<file path="src/rtl/pistorm_pkg.sv">
// Shared definitions for the Pi-side transaction path.
// Contents: Pi register select codes, STATUS bit positions, the queued
// transaction entry, the issue-FSM state encoding and an entry builder.
package pistorm_pkg;

  localparam logic [1:0] REG_DATA    = 2'd0;
  localparam logic [1:0] REG_ADDR_LO = 2'd1;
  localparam logic [1:0] REG_ADDR_HI = 2'd2;
  localparam logic [1:0] REG_STATUS  = 2'd3;

  localparam int STAT_BUSY_BIT    = 15;
  localparam int STAT_OVF_BIT     = 14;
  localparam int STAT_CLR_OVF_BIT = 0;
  localparam int STAT_CNT_W       = 5;

  typedef struct packed {
    logic [23:0] addr;
    logic [15:0] wdata;
    logic        rw;
    logic        uds_n;
    logic        lds_n;
  } txn_t;

  typedef enum logic [1:0] {
    S_IDLE  = 2'd0,
    S_ISSUE = 2'd1,
    S_WAIT  = 2'd2
  } issue_state_e;

  // Byte cycles strobe the lane selected by addr[0] (even = upper byte);
  // word cycles strobe both lanes.
  function automatic txn_t make_txn(input logic [23:0] addr,
                                    input logic [15:0] wdata,
                                    input logic        rw,
                                    input logic        size_byte);
    txn_t t;
    t.addr  = addr;
    t.wdata = wdata;
    t.rw    = rw;
    t.uds_n = size_byte ? addr[0]  : 1'b0;
    t.lds_n = size_byte ? ~addr[0] : 1'b0;
    return t;
  endfunction

endpackage

</file>
<file path="src/rtl/pi_txn_fifo.sv">
// Synchronous FIFO of txn_t entries on the Pi clock.
// Ports: PI_CLK/PI_RST clock and sync active-high reset; push_i/din_i write
// side; pop_i/dout_o read side (dout_o shows the head); full_o/empty_o flags;
// count_o occupancy and count_nxt_o next-cycle occupancy; push_ok_o push
// accepted; drop_o push refused because the FIFO was full with no pop.
module pi_txn_fifo
  import pistorm_pkg::*;
#(
  parameter int DEPTH = 4
) (
  input  logic                   PI_CLK,
  input  logic                   PI_RST,
  input  logic                   push_i,
  input  txn_t                   din_i,
  input  logic                   pop_i,
  output txn_t                   dout_o,
  output logic                   full_o,
  output logic                   empty_o,
  output logic [$clog2(DEPTH):0] count_o,
  output logic [$clog2(DEPTH):0] count_nxt_o,
  output logic                   push_ok_o,
  output logic                   drop_o
);

  localparam int PTR_W = $clog2(DEPTH);

  txn_t             mem_q [DEPTH];
  logic [PTR_W-1:0] wptr_q, wptr_d;
  logic [PTR_W-1:0] rptr_q, rptr_d;
  logic [PTR_W:0]   count_q, count_d;
  logic             pop_eff;

  assign full_o  = (count_q == (PTR_W+1)'(DEPTH));
  assign empty_o = (count_q == '0);
  assign dout_o  = mem_q[rptr_q];

  // A pop frees a slot in the same cycle, so a full FIFO still takes a push.
  assign pop_eff   = pop_i & ~empty_o;
  assign push_ok_o = push_i & (~full_o | pop_eff);
  assign drop_o    = push_i & full_o & ~pop_eff;

  // Pointers are log2(DEPTH) bits wide, so they wrap modulo DEPTH naturally.
  always_comb begin
    wptr_d  = wptr_q + PTR_W'(push_ok_o);
    rptr_d  = rptr_q + PTR_W'(pop_eff);
    count_d = count_q + (PTR_W+1)'(push_ok_o) - (PTR_W+1)'(pop_eff);
  end

  assign count_o     = count_q;
  assign count_nxt_o = count_d;

  always_ff @(posedge PI_CLK) begin
    if (PI_RST) begin
      wptr_q  <= '0;
      rptr_q  <= '0;
      count_q <= '0;
    end else begin
      wptr_q  <= wptr_d;
      rptr_q  <= rptr_d;
      count_q <= count_d;
    end
  end

  always_ff @(posedge PI_CLK) begin
    if (push_ok_o) mem_q[wptr_q] <= din_i;
  end

endmodule

</file>
<file path="src/rtl/pi_txn_queue.sv">
// Pi-side transaction queue feeding the 68k bus-cycle sequencer.
// Ports: PI_CLK/PI_RST clock and sync active-high reset; wr_stb/rd_stb/reg_a/
// wr_d/rd_d Pi register access (rd_d combinational on reg_a); req_* request
// to the sequencer (valid/ready); rsp_valid/rsp_rdata completion pulse and
// read data; txn_busy queue or bus cycle outstanding; overflow sticky drop flag.
module pi_txn_queue
  import pistorm_pkg::*;
#(
  parameter int DEPTH = 4
) (
  input  logic        PI_CLK,
  input  logic        PI_RST,
  input  logic        wr_stb,
  input  logic        rd_stb,
  input  logic [1:0]  reg_a,
  input  logic [15:0] wr_d,
  output logic [15:0] rd_d,
  output logic        req_valid,
  input  logic        req_ready,
  output logic [23:0] req_addr,
  output logic [15:0] req_wdata,
  output logic        req_rw,
  output logic        req_uds_n,
  output logic        req_lds_n,
  input  logic        rsp_valid,
  input  logic [15:0] rsp_rdata,
  output logic        txn_busy,
  output logic        overflow
);

  localparam int CNT_W = $clog2(DEPTH) + 1;

  localparam txn_t REQ_RST = '{addr: 24'h0, wdata: 16'h0, rw: 1'b1,
                               uds_n: 1'b1, lds_n: 1'b1};

  issue_state_e     state_q, state_d;
  txn_t             req_q;
  logic [15:0]      wdata_q;
  logic [23:0]      addr_q;
  logic [15:0]      rdata_q;
  logic             overflow_q;
  logic             busy_q, busy_d;

  logic             wr_data, wr_lo, wr_hi, wr_stat;
  txn_t             commit_txn;
  txn_t             head;
  logic             fifo_full, fifo_empty, push_ok, drop;
  logic [CNT_W-1:0] fifo_count, fifo_count_nxt;
  logic             load_req, pop, cap_rd;

  // Reads have no side effects.
  logic unused_rd_stb;
  assign unused_rd_stb = rd_stb;

  assign wr_data = wr_stb & (reg_a == REG_DATA);
  assign wr_lo   = wr_stb & (reg_a == REG_ADDR_LO);
  assign wr_hi   = wr_stb & (reg_a == REG_ADDR_HI);
  assign wr_stat = wr_stb & (reg_a == REG_STATUS);

  // ADDR_HI supplies addr[23:16] and the cycle flags, and commits the entry.
  assign commit_txn = make_txn({wr_d[7:0], addr_q[15:0]}, wdata_q,
                               wr_d[9], wr_d[8]);

  pi_txn_fifo #(.DEPTH(DEPTH)) u_fifo (
    .PI_CLK      (PI_CLK),
    .PI_RST      (PI_RST),
    .push_i      (wr_hi),
    .din_i       (commit_txn),
    .pop_i       (pop),
    .dout_o      (head),
    .full_o      (fifo_full),
    .empty_o     (fifo_empty),
    .count_o     (fifo_count),
    .count_nxt_o (fifo_count_nxt),
    .push_ok_o   (push_ok),
    .drop_o      (drop)
  );

  // Issue FSM: the head stays in the FIFO until the sequencer accepts it.
  always_comb begin
    state_d  = state_q;
    load_req = 1'b0;
    pop      = 1'b0;
    cap_rd   = 1'b0;
    case (state_q)
      S_IDLE: begin
        if (!fifo_empty) begin
          state_d  = S_ISSUE;
          load_req = 1'b1;
        end
      end
      S_ISSUE: begin
        if (req_ready) begin
          pop     = 1'b1;
          state_d = S_WAIT;
        end
      end
      S_WAIT: begin
        if (rsp_valid) begin
          state_d = S_IDLE;
          cap_rd  = req_q.rw;
        end
      end
      default: state_d = S_IDLE;
    endcase
  end

  // Busy is registered from next-cycle occupancy and state.
  assign busy_d = (fifo_count_nxt != '0) || (state_d != S_IDLE);

  always_ff @(posedge PI_CLK) begin
    if (PI_RST) begin
      state_q    <= S_IDLE;
      req_q      <= REQ_RST;
      wdata_q    <= '0;
      addr_q     <= '0;
      rdata_q    <= '0;
      overflow_q <= 1'b0;
      busy_q     <= 1'b0;
    end else begin
      state_q <= state_d;
      busy_q  <= busy_d;
      if (load_req) req_q <= head;
      if (cap_rd)   rdata_q <= rsp_rdata;
      if (wr_data)  wdata_q <= wr_d;
      if (wr_lo)    addr_q[15:0] <= wr_d;
      if (wr_hi)    addr_q[23:16] <= wr_d[7:0];
      if (drop)
        overflow_q <= 1'b1;
      else if (wr_stat && wr_d[STAT_CLR_OVF_BIT])
        overflow_q <= 1'b0;
    end
  end

  always_comb begin
    rd_d = 16'h0000;
    case (reg_a)
      REG_DATA: rd_d = rdata_q;
      REG_STATUS: begin
        rd_d[STAT_BUSY_BIT]     = busy_q;
        rd_d[STAT_OVF_BIT]      = overflow_q;
        rd_d[STAT_CNT_W-1:0]    = STAT_CNT_W'(fifo_count);
      end
      default: rd_d = 16'h0000;
    endcase
  end

  assign req_valid = (state_q == S_ISSUE);
  assign req_addr  = req_q.addr;
  assign req_wdata = req_q.wdata;
  assign req_rw    = req_q.rw;
  assign req_uds_n = req_q.uds_n;
  assign req_lds_n = req_q.lds_n;
  assign txn_busy  = busy_q;
  assign overflow  = overflow_q;

endmodule

</file>
<file path="config.mk">
export PLATFORM = sky130hd
export DESIGN_NAME = pi_txn_queue
export DESIGN_NICKNAME = d
export VERILOG_FILES = /design/src/rtl/pistorm_pkg.sv /design/src/rtl/pi_txn_fifo.sv /design/src/rtl/pi_txn_queue.sv
export SDC_FILE = /design/constraint.sdc
export NUM_CORES = 1
export LEC_CHECK = 0
export ABC_AREA = 1
export CAP_MARGIN = 20
export CORE_MARGIN = 1.5
export CORE_UTILIZATION = 40
export DETAILED_ROUTE_END_ITERATION = 7
export PLACE_DENSITY_LB_ADDON = 0.3
export SLEW_MARGIN = 20
export SYNTH_ARGS = -nofsm -noshare
export SYNTH_HDL_FRONTEND = slang
export SYNTH_SLANG_ARGS = --single-unit
</file>
<file path="constraint.sdc">
create_clock -name PI_CLK -period 13.6 [get_ports PI_CLK]
set_input_delay 4.08 -clock PI_CLK [delete_from_list [all_inputs] [get_ports PI_CLK]]
set_output_delay 4.08 -clock PI_CLK [all_outputs]
set_load 0.05 [all_outputs]
</file>
==> results of run 1 <==
-- cell usage in the layout, fill, tap and decap left out --
cell type / synthesis / routed
a21oi_1: 14 / 14
buf_4: 3 / 8
clkbuf_1: 14 / 14
clkbuf_16: 0 / 29
clkbuf_8: 0 / 2
clkdlybuf4s50_1: 0 / 100
clkinv_1: 1 / 3
clkinv_2: 0 / 4
dfxtp_1: 102 / 101
dfxtp_2: 0 / 1
edfxtp_1: 172 / 172
fa_1: 1 / 1
ha_1: 7 / 7
inv_1: 29 / 29
inv_2: 9 / 9
inv_4: 1 / 1
inv_8: 0 / 1
nand2_1: 91 / 91
nand2_2: 1 / 1
nand2_4: 1 / 1
nand3_1: 18 / 18
nand3_2: 1 / 1
nand4_2: 1 / 1
nor2_1: 348 / 348
nor3_1: 5 / 1
nor3_2: 0 / 3
nor3_4: 0 / 1
o21ai_0: 60 / 60
o21ai_1: 108 / 108
xnor2_1: 1 / 1
-- final cells by class --
| class | instances | area, um2 |
|---|---|---|
| fillers | 2398 | 13400 |
| flip-flops and latches | 274 | 7210 |
| multi-input cells | 657 | 2860 |
| repair buffers | 108 | 1060 |
| clock buffers | 45 | 806 |
| well taps | 335 | 419 |
| inverters | 40 | 153 |
| clock inverters | 7 | 38.8 |
-- per-layer routing --
metal  part of all wire  wire [um]  vias up  global-route usage
met5            0.00056         13        -                   0
met4              0.017        394        2              0.0450
met3              0.067       1570       34              0.0380
met2               0.46      10800      197               0.289
met1               0.45      10500     3327               0.235
li1                   -          -     3576                   -
-- power groups by stage --
stage          Combinational, uW  Sequential [uW]  Clock, uW
2_1_floorplan                101             1060          0
3_3_place_gp                 291              970          0
3_5_place_dp                 292              970          0
4_1_cts                      293              953        722
5_1_grt                      313              958        756
6_report                     290              952        705
-- per-stage QoR --
stage	util	setup WS, ns	hold WS [ns]	instances
2_1_floorplan	-	4.28	0.455	1025
3_3_place_gp	0.451	3.30	0.451	1414
3_5_place_dp	0.451	3.24	0.457	1414
4_1_cts	0.484	3.22	0.471	1466
5_1_grt	0.484	3.09	0.499	1466
6_report	0.484	3.25	0.464	1466
-- final timing paths --
kind                          startpoint                           end  slack [ns]  depth (start not counted)
hold reg to reg   req_uds_n$_SDFFE_PP1P_        req_uds_n$_SDFFE_PP1P_        0.46                          2
setup / recovery                reg_a[0]                       rd_d[0]        3.25                          6
setup reg to reg   state_q[0]$_SDFF_PP0_  u_fifo.mem_q[3][7]$_DFFE_PP_       11.13                          5
hold / removal    req_uds_n$_SDFFE_PP1P_        req_uds_n$_SDFFE_PP1P_        0.46                          2
-- registers in the layout, summed over array words and instances, names as in the netlist --
signal	cells
addr_q	16
overflow	1
rdata_q	16
req_addr	24
req_lds_n	1
req_rw	1
req_uds_n	1
req_wdata	16
state_q	2
txn_busy	1
u_fifo.count_o	3
u_fifo.mem_q	172
u_fifo.rptr_q	2
u_fifo.wptr_q	2
wdata_q	16
-- cell families after synthesis --
family	after synthesis	share of synthesized area
flip-flops	274	0.685
adder cells (fa/ha/maj)	8	0.0102
buffers and inverters	94	0.0462
AND/OR/NAND/NOR	466	0.171
XOR/XNOR	1	0.000832
AO/OA/AOI/OAI	182	0.0866
-- worst reg2reg max path, delay by kind of cell, from the launching register on --
| family | cells | cell delay (ns) |
|---|---|---|
| flops | 1 | 0.39 |
| buf+inv | 1 | 0.57 |
| simple gates | 4 | 1.13 |
==> impl_results.md, run 1 <==
* WP data arrival at 6.27 ns
* Dpl hpwl at 12,800 um
* Core Footprint at 25,900 um2
* GRT overflow at 0
* Netlist cell types at 26
* CP Buf/Inv Count at 3
* Sequential fraction of design power at 0.489
* Via count at 7,136
* Clk pin slew, worst setup/hold paths at 0.05 ns
* Synth Register Bits at 274
* CTS root buf: clkbuf_16
* Post-synthesis sequential area ratio at 0.685
* Port Buf Inserts at 100
* Cell mode on critical path: clkdlybuf4s50_1
* RSZ-0062 raised after global routing: false
* Routed Antenna Nets at 0
* # Max-Cap Violations at 0
* Syn. warnings at 0
* # hold bufs at CTS at 0
* Mapped Cells at 1,025
* TritonCTS Buffers at 28
* GRT Total Usage at 0.176
* Mean post-synth cell area at 10.3 um2
* Fraction of registers with async set/reset at 0
* CTS tree: built
* Slew Limit Fails at 0
* Initial Util at 0.406
* CP max FO at 17
* Fin area at 12,500 um2
* Crit start category: primary input
* Largest net degree at the start of global routing at 90
* Commonest cells post-synth: nor2_1 (348), edfxtp_1 (172), o21ai_1 (108)
* Period utilization at 0.761
* Die X-Extent at 165 um
* Worst Skew at 0.0136 ns
* Number of setup violations in the final report at 0
* Synth top area share at 0.491
* Status: finished clean
* DRT iter0 DRCs at 413
* PwrDens at 155 nW/um2
* Vias in the first global route at 6,819
* Routed len/inst at 15.9 um
* Syn_nets at 1,073
* Total I/O pin count at 102
* Slew margin rel. at 0.329
* Clock power frac at 0.362
* Clk buf depth at 3
* Row cnt at 59
* Fin Setup TNS at 0 ns
* First drt pass iteration count at 5
* Maximum clock frequency at 96.6 MHz
* Die H at 165 um
* Crit-path cells: clkdlybuf4s50_1 > inv_1 > ha_1 > nand2_1 > a21oi_1 > clkdlybuf4s50_1
* Main flop type after synthesis: edfxtp_1
* Net Sw Power at 524 uW
* Crit path max-delay cell type: clkdlybuf4s50_1
* Placed instance area at 11,700 um2
* H-tree depth at 1
* Initial antenna violation count at 1
* First-pass GRT wire length at 37,000 um
* Area of the mapped netlist at 10,500 um2
* Leading area contributor after synthesis: edfxtp_1
* Final GP Congestion at 0.741
* HP Class: register to register
* Final Hold Fails at 0
* Post-CTS Setup Inserts at 0
* Combinational share of power at 0.149
* Total length of routed wires at 23,300 um
* Diodes inserted at 0
* Die Footprint at 27,300 um2
* Slew of the pin with the lowest slew margin at 1.01 ns
* Sw Ratio at 0.269
* Largest cells by area after synthesis: edfxtp_1 (49%), dfxtp_1 (19%), nor2_1 (12%)
* Resize count post-CTS at 0
* Worst VDD drop at 0.0744 mV
* Required @ worst endpoint at 9.52 ns
* Vias per inst at 4.87
* Critical path class: primary input to output port
* Worst skew pair latency at 0.53 ns
* Share of layout cells above drive strength 1 at 0.0557
* Num Clock Sinks at 274
* Largest stage delay, worst path at 0.82 ns
* Post-synth EDFFs at 172
* Pint at 1420 uW
* Min Tclk post-route at 10.35 ns
* Top-count cell post-synth: nor2_1
* Critical Path End Type: output port
* Area delta synth->final at 19.2%
* Delay-heaviest family, CP: buffers and inverters
* LEAKAGE at 0.00466 uW
* Nets at 1,157
* Tot Pwr at 1950 uW
* DR DRC count at 0
Note: power is estimated with default switching activity, not from simulation.
==> run 2: changes to the inputs <==
==> constraint.sdc (replaced) <==
create_clock -name PI_CLK -period 9.9 [get_ports PI_CLK]
set_input_delay 2.97 -clock PI_CLK [delete_from_list [all_inputs] [get_ports PI_CLK]]
set_output_delay 2.97 -clock PI_CLK [all_outputs]
set_load 0.05 [all_outputs]
==> impl_results.md, run 2 (synthesized netlist as in run 1, its figures left out) <==
* Post-CTS Setup Inserts at 0 (unchanged)
* Worst VDD drop at 0.116 mV (+56%)
* DR DRC count at 0 (unchanged)
* Most common cell after layout, fill and taps aside: nor2_1
* Min Tclk post-route at 8.13 ns
* Critical path class: primary input to output port
* Port Buf Inserts at 100 (unchanged)
* R2R Path Start: state_q[1]$_SDFF_PP0_
* Area delta synth->final at 20.0%
* Crit path max-delay cell type: clkdlybuf4s50_1
* Reg with most FFs: u_fifo.mem_q
* Row cnt at 59 (unchanged)
* GRT Total Usage at 0.174 (-0.00195)
* CTS root buf: clkbuf_16
* Die Footprint at 27,300 um2 (unchanged)
* Critical Path End: rd_d[14]
* Vias per inst at 4.86 (-0.26%)
* Status: finished clean
* Critical Path End Type: output port
* Reg2Reg Depth at 6 (+1)
* Clk buf depth at 3 (unchanged)
* Total I/O pin count at 102 (unchanged)
* Die H at 165 um (unchanged)
* Dpl hpwl at 12,800 um (-0.21%)
* Hold_ws at 0.465 ns (+0.000686 ns)
* # hold bufs at CTS at 0 (unchanged)
* PwrDens at 217 nW/um2 (+40%)
* Crit start category: primary input
* Maximum clock frequency at 123 MHz
* HP Class: register to register
* Final Core Density at 0.488 (+0.00348)
* Required @ worst endpoint at 6.93 ns (-2.59 ns)
* Largest stage delay, worst path at 0.82 ns (about the same)
* Routed len/inst at 15.7 um (-0.96%)
* Launch point of the worst path: reg_a[0]
* First drt pass iteration count at 5 (unchanged)
* TritonCTS Buffers at 29 (+3.6%)
* Total length of routed wires at 23,100 um (-0.76%)
* Clk pin slew, worst setup/hold paths at 0.06 ns (about the same)
* Final Hold Fails at 0 (unchanged)
* Cell mode on critical path: clkdlybuf4s50_1
* Nets at 1,158 (+0.086%)
* Vias in the first global route at 6,828 (+0.13%)
* Final GP Congestion at 0.729 (-1.7%)
* Via count at 7,132 (-0.056%)
* Commonest non-fill, non-tap cells in the layout: nor2_1 (348), edfxtp_1 (172), o21ai_1 (108), dfxtp_1 (101), clkdlybuf4s50_1 (100)
* Core Footprint at 25,900 um2 (unchanged)
* Number of setup violations in the final report at 0 (unchanged)
* WP data arrival at 5.16 ns (-1.11 ns)
* Hold Path Depth at 2 (unchanged)
* Die X-Extent at 165 um (unchanged)
* Fin Setup TNS at 0 ns (unchanged)
* Initial Util at 0.406 (unchanged)
* Largest net degree at the start of global routing at 90 (unchanged)
* CP max FO at 17 (unchanged)
* End of the worst register-to-register path: u_fifo.mem_q[3][10]$_DFFE_PP_
* Resize count post-CTS at 0 (unchanged)
* DRT iter0 DRCs at 457 (+11%)
* CTS tree: built
* R2R Setup Slk at 7.43 ns (-3.70 ns)
* Slew of the pin with the lowest slew margin at 1.05 ns (+0.0407 ns)
* Period utilization at 0.821
* Slew margin rel. at 0.301 (-0.0281)
* Share of layout cells above drive strength 1 at 0.0662 (+0.0105)
* # Max-Cap Violations at 0 (unchanged)
* Crit-path cells: clkdlybuf4s50_1 > inv_1 > ha_1 > nand2_1 > a21oi_1 > clkdlybuf4s50_1
* GRT overflow at 0 (unchanged)
* LEAKAGE at 0.00470 uW (+0.77%)
* Largest register FFs at 172 (unchanged)
* First-pass GRT wire length at 36,400 um (-1.7%)
* Worst Skew at 0.0187 ns (+0.00506 ns)
* Tot Pwr at 2740 uW (+41%)
* RSZ-0062 raised after global routing: false
* Worst skew pair latency at 0.54 ns (about the same)
* Routed Antenna Nets at 0 (unchanged)
* H-tree depth at 1 (unchanged)
* Slew Limit Fails at 0 (unchanged)
* Num Clock Sinks at 274 (unchanged)
* Initial antenna violation count at 3 (+2)
-- run 2: changes by cell type in the layout (fill, tap and decap cells not counted) --
cell / delta
bufinv_16: +2
clkbuf_1: -11
clkinv_1: +1
clkinv_2: +5
clkinv_4: +1
clkinvlp_4: +5
diode_2: +1
inv_2: -1
inv_6: +1
inv_8: -1
-- run 2: worst max-delay path: cells and delay by family --
family | cells | cell delay, ns
fa+ha+maj | 1 | 0.52
buf+inv | 3 | 1.39
compound gates | 1 | 0.16
simple gates | 1 | 0.11
-- run 2: worst min-delay path by stage --
stage,slack (ns),endpoint,from
6_report,0.46,req_lds_n$_SDFFE_PP1P_,req_lds_n$_SDFFE_PP1P_
5_1_grt,0.50,req_lds_n$_SDFFE_PP1P_,req_lds_n$_SDFFE_PP1P_
2_1_floorplan,0.45,rdata_q[10]$_SDFFE_PP0P_,rdata_q[10]$_SDFFE_PP0P_
3_5_place_dp,0.46,req_lds_n$_SDFFE_PP1P_,req_lds_n$_SDFFE_PP1P_
4_1_cts,0.47,req_lds_n$_SDFFE_PP1P_,req_lds_n$_SDFFE_PP1P_
3_3_place_gp,0.45,req_uds_n$_SDFFE_PP1P_,req_uds_n$_SDFFE_PP1P_
-- run 2: area by class of cell --
type | count | area (um2)
tap | 335 | 419
antenna | 1 | 2.50
inverter | 40 | 154
sequential | 274 | 7210
fill | 2347 | 13300
timing repair buffer | 108 | 1060
clock inverter | 20 | 166
clock buffer | 34 | 764
multi-input combinational | 657 | 2860
-- run 2: where the power goes --
part	internal [uW]	switching, uW
clock	605	426
combinational	126	271
sequential	1270	34.1
-- run 2: stage by stage --
| stage | instances | setup slack (ns) | cell area (um2) |
|---|---|---|---|
| finish | 1469 | 1.77 | 12600 |
| global route | 1468 | 1.62 | 12600 |
| CTS | 1468 | 1.77 | 12600 |
| detailed placement | 1414 | 1.78 | 11700 |
| global placement | 1414 | 1.82 | 11700 |
| floorplan | 1025 | 2.80 | 10500 |
-- run 2: metal layers --
metal | vias up | wire length, um | GRT usage | part of all wire
li1 | 3587 | - | - | -
met1 | 3310 | 10300 | 0.227 | 0.45
met2 | 196 | 10900 | 0.291 | 0.47
met3 | 37 | 1500 | 0.0352 | 0.065
met4 | 2 | 439 | 0.0528 | 0.019
met5 | - | 8 | 0 | 0.00035
